==> config.mk <==
export PLATFORM = sky130hd
export DESIGN_NAME = serial_frame_sender
export DESIGN_NICKNAME = d
export VERILOG_FILES = /design/src/rtl/serial_frame_sender.sv
export SDC_FILE = /design/constraint.sdc
export NUM_CORES = 1
export LEC_CHECK = 0
export ABC_AREA = 1
export BUFFER_PORTS_ARGS = -buffer_cell sky130_fd_sc_hd__buf_4
export CORE_ASPECT_RATIO = 0.7
export CORE_MARGIN = 1
export CORE_UTILIZATION = 50
export DETAILED_ROUTE_END_ITERATION = 10
export PLACE_DENSITY = 0.82
export SLEW_MARGIN = 0
export SYNTH_ARGS = -nofsm -noshare
export SYNTH_HDL_FRONTEND = slang
export SYNTH_SLANG_ARGS = --single-unit
==> constraint.sdc <==
create_clock -name clk -period 3.25 [get_ports clk]
set_clock_uncertainty 0.05 [all_clocks]
set_input_delay 0.65 -clock clk [delete_from_list [all_inputs] [get_ports clk]]
set_output_delay 0.65 -clock clk [all_outputs]
set_load 0.02 [all_outputs]
==> src/rtl/serial_frame_sender.sv <==
// serial_frame_sender: serialises one frame (start bit, 2-bit port, length
// field, payload MSB first) onto ser_out and produces a mid-bit step strobe
// for the downstream demux. Each bit is held for TICK_DIV clock cycles.
module serial_frame_sender #(
  parameter int TICK_DIV = 4,
  parameter int LEN_W    = 4,
  parameter int DATA_W   = 15
) (
  input  logic              clk,
  input  logic              rst,
  input  logic              start,
  input  logic [1:0]        port_sel,
  input  logic [LEN_W-1:0]  data_len,
  input  logic [DATA_W-1:0] payload,
  output logic              ready,
  output logic              ser_out,
  output logic              bit_strobe,
  output logic              done
);

  localparam int TICK_W = (TICK_DIV > 2) ? $clog2(TICK_DIV) : 1;
  localparam logic [TICK_W-1:0] TICK_LAST = TICK_W'(TICK_DIV - 1);
  localparam logic [TICK_W-1:0] TICK_HALF = TICK_W'(TICK_DIV / 2);
  localparam logic [TICK_W-1:0] TICK_ONE  = TICK_W'(1);
  localparam logic [LEN_W-1:0]  IDX_ONE   = LEN_W'(1);
  localparam logic [LEN_W-1:0]  IDX_MSB   = LEN_W'(LEN_W - 1);
  localparam logic [DATA_W-1:0] PAY_ONE   = DATA_W'(1);

  typedef enum logic [2:0] {IDLE, START, PORT, COUNT, DATA, FINISH} state_t;

  state_t              state;
  state_t              next_state;
  logic [TICK_W-1:0]   tick;
  logic [LEN_W-1:0]    bit_idx;
  logic [1:0]          port_r;
  logic [LEN_W-1:0]    len_r;
  logic [DATA_W-1:0]   payload_r;
  logic                busy;
  logic                bit_end;
  logic                accept;
  logic                idx_zero;
  logic [LEN_W-1:0]    len_mask;
  logic [DATA_W-1:0]   pay_mask;

  // Shared decode: bit-period activity, end of a bit, and request acceptance
  always_comb begin
    busy     = (state != IDLE) && (state != FINISH);
    bit_end  = busy && (tick == TICK_LAST);
    accept   = start && ((state == IDLE) || (state == FINISH));
    idx_zero = (bit_idx == '0);
  end

  // State register with synchronous active-low reset
  always_ff @(posedge clk) begin
    if (!rst) state <= IDLE;
    else      state <= next_state;
  end

  // Next-state logic: fields advance only at the end of a bit period
  always_comb begin
    next_state = state;
    case (state)
      IDLE:   if (accept) next_state = START;
      START:  if (bit_end) next_state = PORT;
      PORT:   if (bit_end && idx_zero) next_state = COUNT;
      COUNT:  if (bit_end && idx_zero) next_state = (len_r == '0) ? FINISH : DATA;
      DATA:   if (bit_end && idx_zero) next_state = FINISH;
      FINISH: next_state = accept ? START : IDLE;
      default: next_state = IDLE;
    endcase
  end

  // Tick counter, bit index and request shadow registers
  always_ff @(posedge clk) begin
    if (!rst) begin
      tick      <= '0;
      bit_idx   <= '0;
      port_r    <= '0;
      len_r     <= '0;
      payload_r <= '0;
    end else if (accept) begin
      tick      <= '0;
      bit_idx   <= '0;
      port_r    <= port_sel;
      len_r     <= data_len;
      payload_r <= payload;
    end else if (busy) begin
      tick <= bit_end ? '0 : tick + TICK_ONE;
      if (bit_end) begin
        case (state)
          START:   bit_idx <= IDX_ONE;
          PORT:    bit_idx <= idx_zero ? IDX_MSB : bit_idx - IDX_ONE;
          COUNT:   bit_idx <= idx_zero ? len_r - IDX_ONE : bit_idx - IDX_ONE;
          DATA:    bit_idx <= bit_idx - IDX_ONE;
          default: bit_idx <= bit_idx;
        endcase
      end
    end
  end

  // Outputs: line level selected by current field and bit index, strobe in second half of bit
  always_comb begin
    len_mask   = IDX_ONE << bit_idx;
    pay_mask   = PAY_ONE << bit_idx;
    ready      = (state == IDLE) || (state == FINISH);
    done       = (state == FINISH);
    bit_strobe = busy && (tick >= TICK_HALF);
    ser_out    = 1'b1;
    case (state)
      START:   ser_out = 1'b0;
      PORT:    ser_out = port_r[bit_idx[0]];
      COUNT:   ser_out = |(len_r & len_mask);
      DATA:    ser_out = |(payload_r & pay_mask);
      default: ser_out = 1'b1;
    endcase
  end

endmodule
==> metrics.txt, run 1 <==
status finished clean; largest net degree at the start of global routing 31; Tot GR Track Use approximately 25%; Nets about 320; Main synth FF type dfxtp_1; HP Class flop to flop; Worst setup SP type flop; headroom to the max-slew limit a little over two thirds; Min-Delay Path Depth 2; register area share after synthesis 34.3%; GR Overflow Total 0; H-tree levels 2; crit-path max cell delay around 0.5 ns; Clock Path Buffers 2; post-cts resize count 0; endpoint class of the critical path output pin; Port Buffer Count 27; setup repair bufs after CTS 0; Req. time, crit path 2.55 ns; 1st-iter DRT viols between 150 and 200; CP top delay family flip-flops; worst-margin pin slew between 0.4 and 0.5 ns; post-synth top area cell dfxtp_1; worst reg2reg path endpoint state[0]$_SDFFE_PN0P_; Reg clk slew, reported paths around 0.070 ns; initial antenna violation count 0; Die Wd ~73 um; Post-Syn Nets roughly 290; Most common cell on crit path nand2_1; Final Hold Fails 0; root buf cell clkbuf_8; fraction of registers with async set/reset 0%; routed len/inst about 12 um; Layout area overhead 20.2%; flops & latches, synth 30; largest fanout on the critical path 11; CTS tree built; detailed placement HPWL 2930 um; Pwr Density 716 nW/um2; Initial Util a little over half; Synth Cell Area ~1700 um2; vias in the first global route 1,518; Routed Wire Length 3990 um; number of synthesized flops with an enable pin 0; Slowest-stage cell, CP dfxtp_1; vias per inst 5.25; TritonCTS Buffers 5; # fillers between 300 and 400; Max Transition Viols Final 0; post-synthesis cell count 260; Post-DRT Antenna Nets 0; synth warn 0; Post-Syn Area per Cell 6.73 um2; Placer Congestion just over 0.9; achievable frequency roughly 0.38 GHz; Max Cap Viol 0; Crit Path Category flop to output pin; Rows 17; DRC 0; clock sink count 30; Post-synth top cells nor2_1, nand2_1, dfxtp_1; Min Hold Slack around 0.43 ns; hold endpoint tick[0]$_SDFFE_PP0P_; CTS Hold Bufs 0; fin crit period roughly 2.6 ns; Leakage Power a little under 1 nW; setup total negative slack 0 ns; first-pass GRT wire length between 6000 and 7000 um; most frequent cell after synthesis nor2_1; Distinct cells, synth 30; FF-to-FF setup slack roughly 1.5 ns; DR vias approximately 1,800; RR Startpoint bit_idx[0]$_SDFFE_PP0P_; final setup vio count 0; Die Area ~3700 um2; fraction of layout cells with a size suffix above 1 a little under a fifth; clk_lat worst skew between 0.2 and 0.3 ns; synth top area cells dfxtp_1, nor2_1, nand2_1; period utilisation layout between 80% and 90%; core footprint around 3200 um2; Yosys top cell area share between 30% and 40%; drt pass-1 iters 4; Boundary Pins 28; hold wc startpoint tick[0]$_SDFFE_PP0P_; critical-path cell list inv_1 > ha_1 > inv_1 > nor2_1 > nand2_1 > nand2_1 > nor2_1 > nand3b_1 > nand3_1 > nand2_1 > buf_4; CP arrival approximately 1.9 ns; RSZ-0062 raised after global routing false; WP buf/inv 3; # diodes 0; Die Ht about 51 um; Reg2Reg Depth 9; VDD IR max between 0.0003 and 0.0004 V
## cells by family after synthesis
family / after synthesis / share of synthesized area [%]
compound gates: 48 / 14.4
xor+xnor: 2 / 1.00
buf+inv: 37 / 9.16
simple gates: 135 / 35.4
flops: 30 / 34.3
fa+ha+maj: 8 / 5.72
## metal layers
metal | global-route usage (%) | vias up | wire, um
li1 | - | 896 | -
met1 | 35.1 | 793 | 2070
met2 | 35.4 | 56 | 1600
met3 | 5.52 | 7 | 263
met4 | 9.80 | 0 | 55
met5 | 0 | - | 0
## stage by stage
stage	power [mW]	area [um2]	instances	worst slack, ns	utilization (%)
after global placement	1.02	1960	326	0.967	60.6
after floorplan	0.917	1750	260	1.05	-
after global routing	1.61	2100	334	0.416	65.0
after CTS	1.51	2100	334	0.618	65.0
final	1.51	2100	334	0.625	65.0
after detailed placement	1.04	1960	326	0.930	60.6
## tightest hold or removal path: stages (launching register included)
cell and delay (ns):
dfxtp_1 0.32, nand2_1 0.06, a21oi_1 0.05
## registers in the layout, summed over array words and instances, names as in the netlist
register,cells
tick,2
len_r,4
bit_idx,4
port_r,2
state,3
payload_r,15
## area by class of cell
type                            count  area, um2  area share (%)
Clock buffer                        6       82.6            3.93
Clock inverter                      2       60.1            2.86
Inverter                           29        109            5.18
Multi-Input combinational cell    193        988            47.0
Sequential cell                    30        601            28.6
Tap cell                           47       58.8            2.80
Timing Repair Buffer               27        203            9.64
## cells in the final DEF (no fill, tap or decap), drive strengths merged, types with 2 or more instances in the layout
cell type,instances
or2,2
inv,29
nand4,5
o211ai,2
clkbuf,6
nor2,48
nand2,48
bufinv,2
nand3,30
a21oi,16
ha,8
o21ai,27
dfxtp,30
buf,27
## power by group
part	total [mW]	switching [mW]	internal [mW]
combinational	0.502	0.318	0.184
sequential	0.533	0.0681	0.465
clock	0.471	0.144	0.327
## how the worst max path moves through the flow
stage / end / startpoint / depth (start not counted) / slack (ns)
detailed placement: ser_out / bit_idx[0]$_SDFFE_PP0P_ / 11 / 0.93
CTS: ser_out / bit_idx[0]$_SDFFE_PP0P_ / 11 / 0.62
floorplan: ser_out / bit_idx[0]$_SDFFE_PP0P_ / 11 / 1.05
finish: ser_out / bit_idx[0]$_SDFFE_PP0P_ / 11 / 0.63
global placement: ser_out / bit_idx[0]$_SDFFE_PP0P_ / 11 / 0.97
global route: ser_out / bit_idx[0]$_SDFFE_PP0P_ / 11 / 0.42
(Power assumes the default switching activity.)
==> run 2, diff against run 1 <==
- ABC_AREA: 1 -> 0
- clock period: 3.25 -> 2.7 ns (I/O delays scaled with it)
==> run 2 against run 1 <==
  * Sequential cell count unchanged
  * Clock-buffer cell count unchanged
  * Non-clock buffer count up 3
  * Global-route usage decreased by 0.17 points
  * Critical endpoint unchanged
==> metrics.txt, run 2 <==
period utilisation layout a little over nine tenths; largest family of logic cells by synthesized area compound AO/OA/AOI/OAI gates (was simple AND/OR/NAND/NOR gates); Max Transition Viols Final 0 (unchanged); fraction of registers with async set/reset 0% (unchanged); CP top delay family multiplexers (was flip-flops); root buf cell clkbuf_8 (unchanged); Gate power share 13.9% (was 33.4%); Simple-Gate Fraction of Synth Area 22.9% (was 35.4%); achievable frequency 0.386 GHz; Layout area overhead 18.6% (was 20.2%); Initial Util 53.3% (was 54.1%); CTS tree built (unchanged); Port Buffer Count 27 (unchanged); endpoint class of the critical path output pin (unchanged); hold endpoint port_r[1]$_SDFFE_PN0P_ (was tick[0]$_SDFFE_PP0P_); VDD IR max 0.000397 V (was 0.000352 V); # diodes 0 (unchanged); WP buf/inv 2 (was 3); first-pass GRT wire length 6640 um (was 6830 um); synth warn 0 (unchanged); routed len/inst 14.6 um (was 12.0 um); DRC 0 (unchanged); Tot GR Track Use 24.4% (was 24.5%); DR vias 1,585 (was 1,752); Distinct cells, synth 51 (was 30); Die Ht 50.8 um (was 51.5 um); most used routing layer met1 (was met2); most frequent cells in the layout nand2_1, buf_4, dfxtp_1 (was nor2_1, nand2_1, dfxtp_1); hold wc startpoint port_r[1]$_SDFFE_PN0P_ (was tick[0]$_SDFFE_PP0P_); worst reg2reg path endpoint bit_idx[2]$_SDFFE_PP0P_ (was state[0]$_SDFFE_PN0P_); vias in the first global route 1,369 (was 1,518); Post-Syn Nets 243 (was 292); drt pass-1 iters 4 (unchanged); mux contribution to synthesized area 4.63% (was 0%); Design Area, Final 2020 um2 (was 2100 um2); fin crit period 2.59 ns; post-synth top area cell dfxtp_1 (unchanged); Nets 265 (was 318); vias per inst 5.83 (was 5.25); H-tree levels 2 (unchanged); headroom to the max-slew limit 60.6% (was 69.6%); Top Registers payload_r (15), bit_idx (4), len_r (4) (unchanged); DP Area 1900 um2 (was 1960 um2); FF-to-FF setup slack 0.71 ns (was 1.46 ns); TritonCTS Buffers 5 (unchanged); Final Util 63.3% (was 65.0%); Biggest register payload_r (unchanged); crit-path max cell delay 0.50 ns (was 0.51 ns); sequential power share 48.3% (was 35.4%); Reg clk slew, reported paths 0.07 ns (about the same); met2 GRT Util 32.7% (was 35.4%); Yosys top cell area share 35.3% (was 34.3%); grt met3 use 7.10% (was 5.52%); most frequent cell after synthesis nand2_1 (was nor2_1); CP arrival 2.00 ns (was 1.92 ns); Routed Wire Length 3970 um (was 3990 um); register area share after synthesis 35.3% (was 34.3%); Crit Path Category flop to output pin (unchanged); clk_lat worst skew 0.29 ns (was 0.28 ns); Pwr Density 501 nW/um2 (was 716 nW/um2); Final Hold Fails 0 (unchanged); Post-Synth Adder-Cell Area 5.88% (was 5.72%); Die Area 3640 um2 (was 3740 um2); fraction of layout cells with a size suffix above 1 22.6% (was 18.1%); Post-Syn Area per Cell 8.06 um2 (was 6.73 um2); Die Wd 71.7 um (was 72.7 um); Placer Congestion 0.915 (was 0.922); GR Overflow Total 0 (unchanged); max reg flops 15 (unchanged); flops & latches, synth 30 (unchanged); Internal 737 uW (was 976 uW); clock power share 37.8% (was 31.2%); HP Class flop to flop (unchanged); post-synthesis cell count 211 (was 260); status finished clean (unchanged); Main synth FF type dfxtp_1 (unchanged); worst slack, placed 0.174 ns (was 0.930 ns); initial antenna violation count 0 (unchanged); Slowest-stage cell, CP mux4_1 (was dfxtp_1); Post-DRT Antenna Nets 0 (unchanged); RSZ-0062 raised after global routing false (unchanged); Leakage Power 0.797 nW (was 0.969 nW); commonest non-fill, non-tap cell in the layout nand2_1 (was nor2_1); Post-synth top cells nand2_1, dfxtp_1, a21oi_1 (was nor2_1, nand2_1, dfxtp_1); grt met1 use 34.6% (was 35.1%); switch share 27.0% (was 35.2%); Worst setup SP type flop (unchanged); Clock Path Buffers 2 (unchanged); number of synthesized flops with an enable pin 0 (unchanged); switching pwr 273 uW (was 530 uW); 1st-iter DRT viols 240 (was 174); critical-path cell list inv_2 > ha_4 > a22o_2 > a221oi_1 > mux4_1 > a21oi_1 > buf_4 (was inv_1 > ha_1 > inv_1 > nor2_1 > nand2_1 > nand2_1 > nor2_1 > nand3b_1 > nand3_1 > nand2_1 > buf_4); largest fanout on the critical path 8 (was 11); Reg2Reg Depth 4 (was 9); Rows 17 (unchanged); post-synthesis compound-gate area fraction 22.9% (was 14.4%); Min-Delay Path Depth 2 (unchanged); Synth Cell Area 1700 um2 (was 1750 um2); Tot Pwr 1.01 mW (was 1.51 mW); worst-margin pin slew 0.590 ns (was 0.455 ns); setup total negative slack 0 ns (unchanged); core footprint 3190 um2 (was 3230 um2); RR Startpoint state[1]$_SDFFE_PN0P_ (was bit_idx[0]$_SDFFE_PP0P_); synth top area cells dfxtp_1, nand2_1, a21oi_1 (was dfxtp_1, nor2_1, nand2_1); largest net degree at the start of global routing 22 (was 31); Req. time, crit path 2.11 ns (was 2.55 ns); Max Cap Viol 0 (unchanged); setup slack after layout 0.111 ns (was 0.625 ns); final setup vio count 0 (unchanged); clock sink count 30 (unchanged); detailed placement HPWL 2800 um (was 2930 um); xor/xnor cell area share of the yosys netlist 2.06% (was 1.00%); Boundary Pins 28 (unchanged)
run 2: cell types whose count changed after synthesis, moves of 7 or more:
cell      previous run  this run
o21ai_0             19         3
a21oi_1             16        27
o21ai_1              8         0
inv_1               24        10
nor2_1              45         6
clkbuf_1             1        10
nand2_1             42        49
nand3_1             29         3
run 2: kinds of logic after synthesis:
| kind of cell | after synthesis |
|---|---|
| AND/OR/NAND/NOR | 81 |
| AO/OA/AOI/OAI | 58 |
| flip-flops | 30 |
| buffers and inverters | 25 |
| adder cells (fa/ha/maj) | 8 |
| multiplexers | 5 |
| XOR/XNOR | 4 |
run 2: layout make-up:
cell class | count | area, um2
fillers | 279 | 1170
flip-flops and latches | 30 | 606
well taps | 38 | 47.5
clock inverters | 2 | 12.5
multi-input cells | 156 | 1010
repair buffers | 30 | 225
inverters | 10 | 37.5
clock buffers | 6 | 82.6
run 2: metal layers:
metal  vias to the layer above  part of all wire [%]
met5                         -                     0
met4                         0                   2.0
met3                        10                   6.9
met2                        59                    43
met1                       728                    48
li1                        788                     -
run 2: timing repair:
action / 4_1_cts / 5_1_grt
buffers inserted: 0 / 0
resized for setup: 3 / 5
hold endpoints to repair: 0 / 0
endpoints found under the setup margin: 1 / 1
hold buffers: 0 / 0
run 2: worst max-delay path by stage:
stage / slack, ns / to / cells after the start / from
floorplan: 0.20 / ser_out / 7 / bit_idx[0]$_SDFFE_PP0P_
global placement: 0.21 / ser_out / 7 / bit_idx[0]$_SDFFE_PP0P_
detailed placement: 0.17 / ser_out / 7 / bit_idx[0]$_SDFFE_PP0P_
CTS: 0.006 / ser_out / 7 / bit_idx[1]$_SDFFE_PP0P_
global route: 0.008 / ser_out / 7 / bit_idx[1]$_SDFFE_PP0P_
finish: 0.11 / ser_out / 7 / bit_idx[0]$_SDFFE_PP0P_
run 2: stage by stage:
step	cells	hold WS, ns
global placement	264	0.396
finish	272	0.409
detailed placement	264	0.399
global route	272	0.422
CTS	272	0.408
floorplan	211	0.386
run 2: power by group through the flow:
stage / Combinational [mW] / Sequential (mW) / Clock, mW
floorplan: 0.0921 / 0.486 / 0
global placement: 0.135 / 0.498 / 0
detailed placement: 0.141 / 0.498 / 0
CTS: 0.141 / 0.488 / 0.392
global route: 0.157 / 0.491 / 0.412
finish: 0.141 / 0.488 / 0.381
run 2: tightest hold or removal path: stages (launching register included):
cell and delay, ns:
dfxtp_1 0.31, nand2_1 0.05, a21oi_1 0.05
==> run 3, diff against run 2 <==
- MAX_ROUTING_LAYER: unset -> met4
- RECOVER_POWER: unset -> 100
==> run 3 against run 2 <==
  * Combinational power is essentially flat
  * Critical path type unchanged
  * Highest routed layer unchanged
  * Clock-buffer cell count is the same
  * Sequential power is essentially flat
  * Maximum frequency shrank 0.17%
  * Critical path depth is the same
==> metrics.txt, run 3 (synthesis results as in run 2) <==
status finished clean (unchanged); Port Buffer Count 27 (unchanged); FF-to-FF setup slack 0.28 ns (was 0.71 ns); fraction of layout cells with a size suffix above 1 20.5% (was 22.6%); initial antenna violation count 0 (unchanged); Boundary Pins 28 (unchanged); Rows 17 (unchanged); Die Area 3640 um2 (unchanged); 1st-iter DRT viols 226 (was 240); final std cells w/o fill 272 (unchanged); vias per inst 5.81 (was 5.83); final setup vio count 0 (unchanged); Placer Congestion 0.931 (was 0.915); max reg flops 15 (unchanged); CP arrival 2.00 ns (about the same); vias in the first global route 1,372 (was 1,369); DP Area 1900 um2 (unchanged); critical-path cell list inv_2 > ha_4 > a22o_2 > a221oi_1 > mux4_1 > a21oi_1 > buf_4 (unchanged); Post-DRT Antenna Nets 0 (unchanged); largest fanout on the critical path 8 (unchanged); detailed placement HPWL 2800 um (unchanged); drt pass-1 iters 4 (unchanged); Leakage Power 0.774 nW (was 0.797 nW); sequential power share 48.2% (was 48.3%); endpoint class of the critical path output pin (unchanged); Die Wd 71.7 um (unchanged); Initial Util 53.3% (unchanged); Tot GR Track Use 25.0% (was 24.4%); VDD IR max 0.000399 V (was 0.000397 V); achievable frequency 0.386 GHz (about the same); Layout area overhead 17.1% (was 18.6%); Die Ht 50.8 um (unchanged); Reg clk slew, reported paths 0.07 ns (about the same); Clock Path Buffers 2 (unchanged); worst-margin pin slew 1.11 ns (was 0.590 ns); hold endpoint payload_r[13]$_SDFFE_PN0P_ (was port_r[1]$_SDFFE_PN0P_); switching pwr 278 uW (was 273 uW); root buf cell clkbuf_8 (unchanged); Crit Path Category flop to output pin (unchanged); Min Hold Slack 0.409 ns (about the same); Pwr Density 509 nW/um2 (was 501 nW/um2); hold wc startpoint payload_r[13]$_SDFFE_PN0P_ (was port_r[1]$_SDFFE_PN0P_); H-tree levels 2 (unchanged); routed len/inst 14.6 um (about the same); Max Transition Viols Final 0 (unchanged); switch share 27.4% (was 27.0%); core footprint 3190 um2 (unchanged); Req. time, crit path 2.11 ns (about the same); Biggest register payload_r (unchanged); setup total negative slack 0 ns (unchanged); Gate power share 13.7% (was 13.9%); DR vias 1,579 (was 1,585); TritonCTS Buffers 5 (unchanged); Internal 735 uW (was 737 uW); DRC 0 (unchanged); HP Class flop to flop (unchanged); period utilisation layout 96.0% (was 95.9%); GR Overflow Total 0 (unchanged); setup slack after layout 0.107 ns (was 0.111 ns); Design Area, Final 1990 um2 (was 2020 um2); commonest non-fill, non-tap cell in the layout nand2_1 (unchanged); worst reg2reg path endpoint bit_idx[1]$_SDFFE_PP0P_ (was bit_idx[2]$_SDFFE_PP0P_); first-pass GRT wire length 6630 um (was 6640 um); Routed Wire Length 3970 um (about the same); # fillers 284 (was 279); dpl cells 264 (unchanged); clk_lat worst skew 0.30 ns (was 0.29 ns); RR Startpoint bit_idx[0]$_SDFFE_PP0P_ (was state[1]$_SDFFE_PN0P_); Top Registers payload_r (15), bit_idx (4), len_r (4) (unchanged); largest net degree at the start of global routing 22 (unchanged); Max Cap Viol 0 (unchanged); worst slack, placed 0.174 ns (unchanged); crit-path max cell delay 0.50 ns (about the same); Min-Delay Path Depth 2 (unchanged); most frequent cells in the layout nand2_1, dfxtp_1, a21oi_1 (was nand2_1, buf_4, dfxtp_1); headroom to the max-slew limit 25.5% (was 60.6%); clock power share 38.1% (was 37.8%); Reg2Reg Depth 6 (was 4); fin crit period 2.59 ns (about the same); CTS tree built (unchanged); Slowest-stage cell, CP mux4_1 (unchanged); Worst setup SP type flop (unchanged); Nets 265 (unchanged); crit path launch bit_idx[0]$_SDFFE_PP0P_ (unchanged); # diodes 0 (unchanged); Final Hold Fails 0 (unchanged); clock sink count 30 (unchanged); RSZ-0062 raised after global routing false (unchanged)
run 3: cell count changes in the layout (fill, tap and decap cells not counted), sizes merged:
cell	change
clkbuf	+4
buf	-4
run 3: how the worst max path moves through the flow:
stage / end / slack [ns] / depth (start not counted)
floorplan: ser_out / 0.20 / 7
global placement: ser_out / 0.21 / 7
detailed placement: ser_out / 0.17 / 7
CTS: ser_out / 0.006 / 7
global route: ser_out / 0.004 / 7
finish: ser_out / 0.11 / 7
run 3: metal layers:
metal,up-vias,routed length [um],global-route usage [%]
li1,786,-,-
met1,729,1900,34.6
met2,56,1680,32.7
met3,8,326,9.47
met4,0,61,9.48
met5,-,0,-
run 3: final cells by class:
| type | instances | area [um2] | area share [%] |
|---|---|---|---|
| Multi-Input combinational cell | 156 | 996 | 50.0 |
| Inverter | 10 | 37.5 | 1.88 |
| Sequential cell | 30 | 606 | 30.4 |
| Tap cell | 38 | 47.5 | 2.39 |
| Clock buffer | 6 | 82.6 | 4.15 |
| Clock inverter | 2 | 12.5 | 0.628 |
| Timing Repair Buffer | 30 | 210 | 10.6 |
run 3: metrics by stage:
stage / total power [mW] / utilization, %
2_1_floorplan: 0.578 / -
3_3_place_gp: 0.633 / 59.6
3_5_place_dp: 0.638 / 59.6
4_1_cts: 1.02 / 62.7
5_1_grt: 1.06 / 62.4
6_report: 1.01 / 62.4
run 3: what timing repair did:
action                     4_1_cts  5_1_grt
hold buffers                     0        0
gates resized for setup          3        5
buffers inserted                 0        0
pin swaps                        0        0
gates cloned                     0        0
hold endpoints to repair         0        0
setup endpoints to repair        1        1
run 3: worst max-delay path, delay by kind of cell (launching register included):
kind / cells / cell delay [ns]
adders and majority gates: 1 / 0.18
AOI/OAI and AO/OA: 3 / 0.36
muxes: 1 / 0.50
buffers and inverters: 2 / 0.29
DFF: 1 / 0.38
run 3: power groups by stage:
stage	Sequential (mW)	Combinational [mW]	Clock, mW
after detailed placement	0.498	0.141	0
after CTS	0.488	0.141	0.392
after global routing	0.491	0.154	0.414
final	0.488	0.139	0.386
after global placement	0.498	0.135	0
after floorplan	0.486	0.0921	0
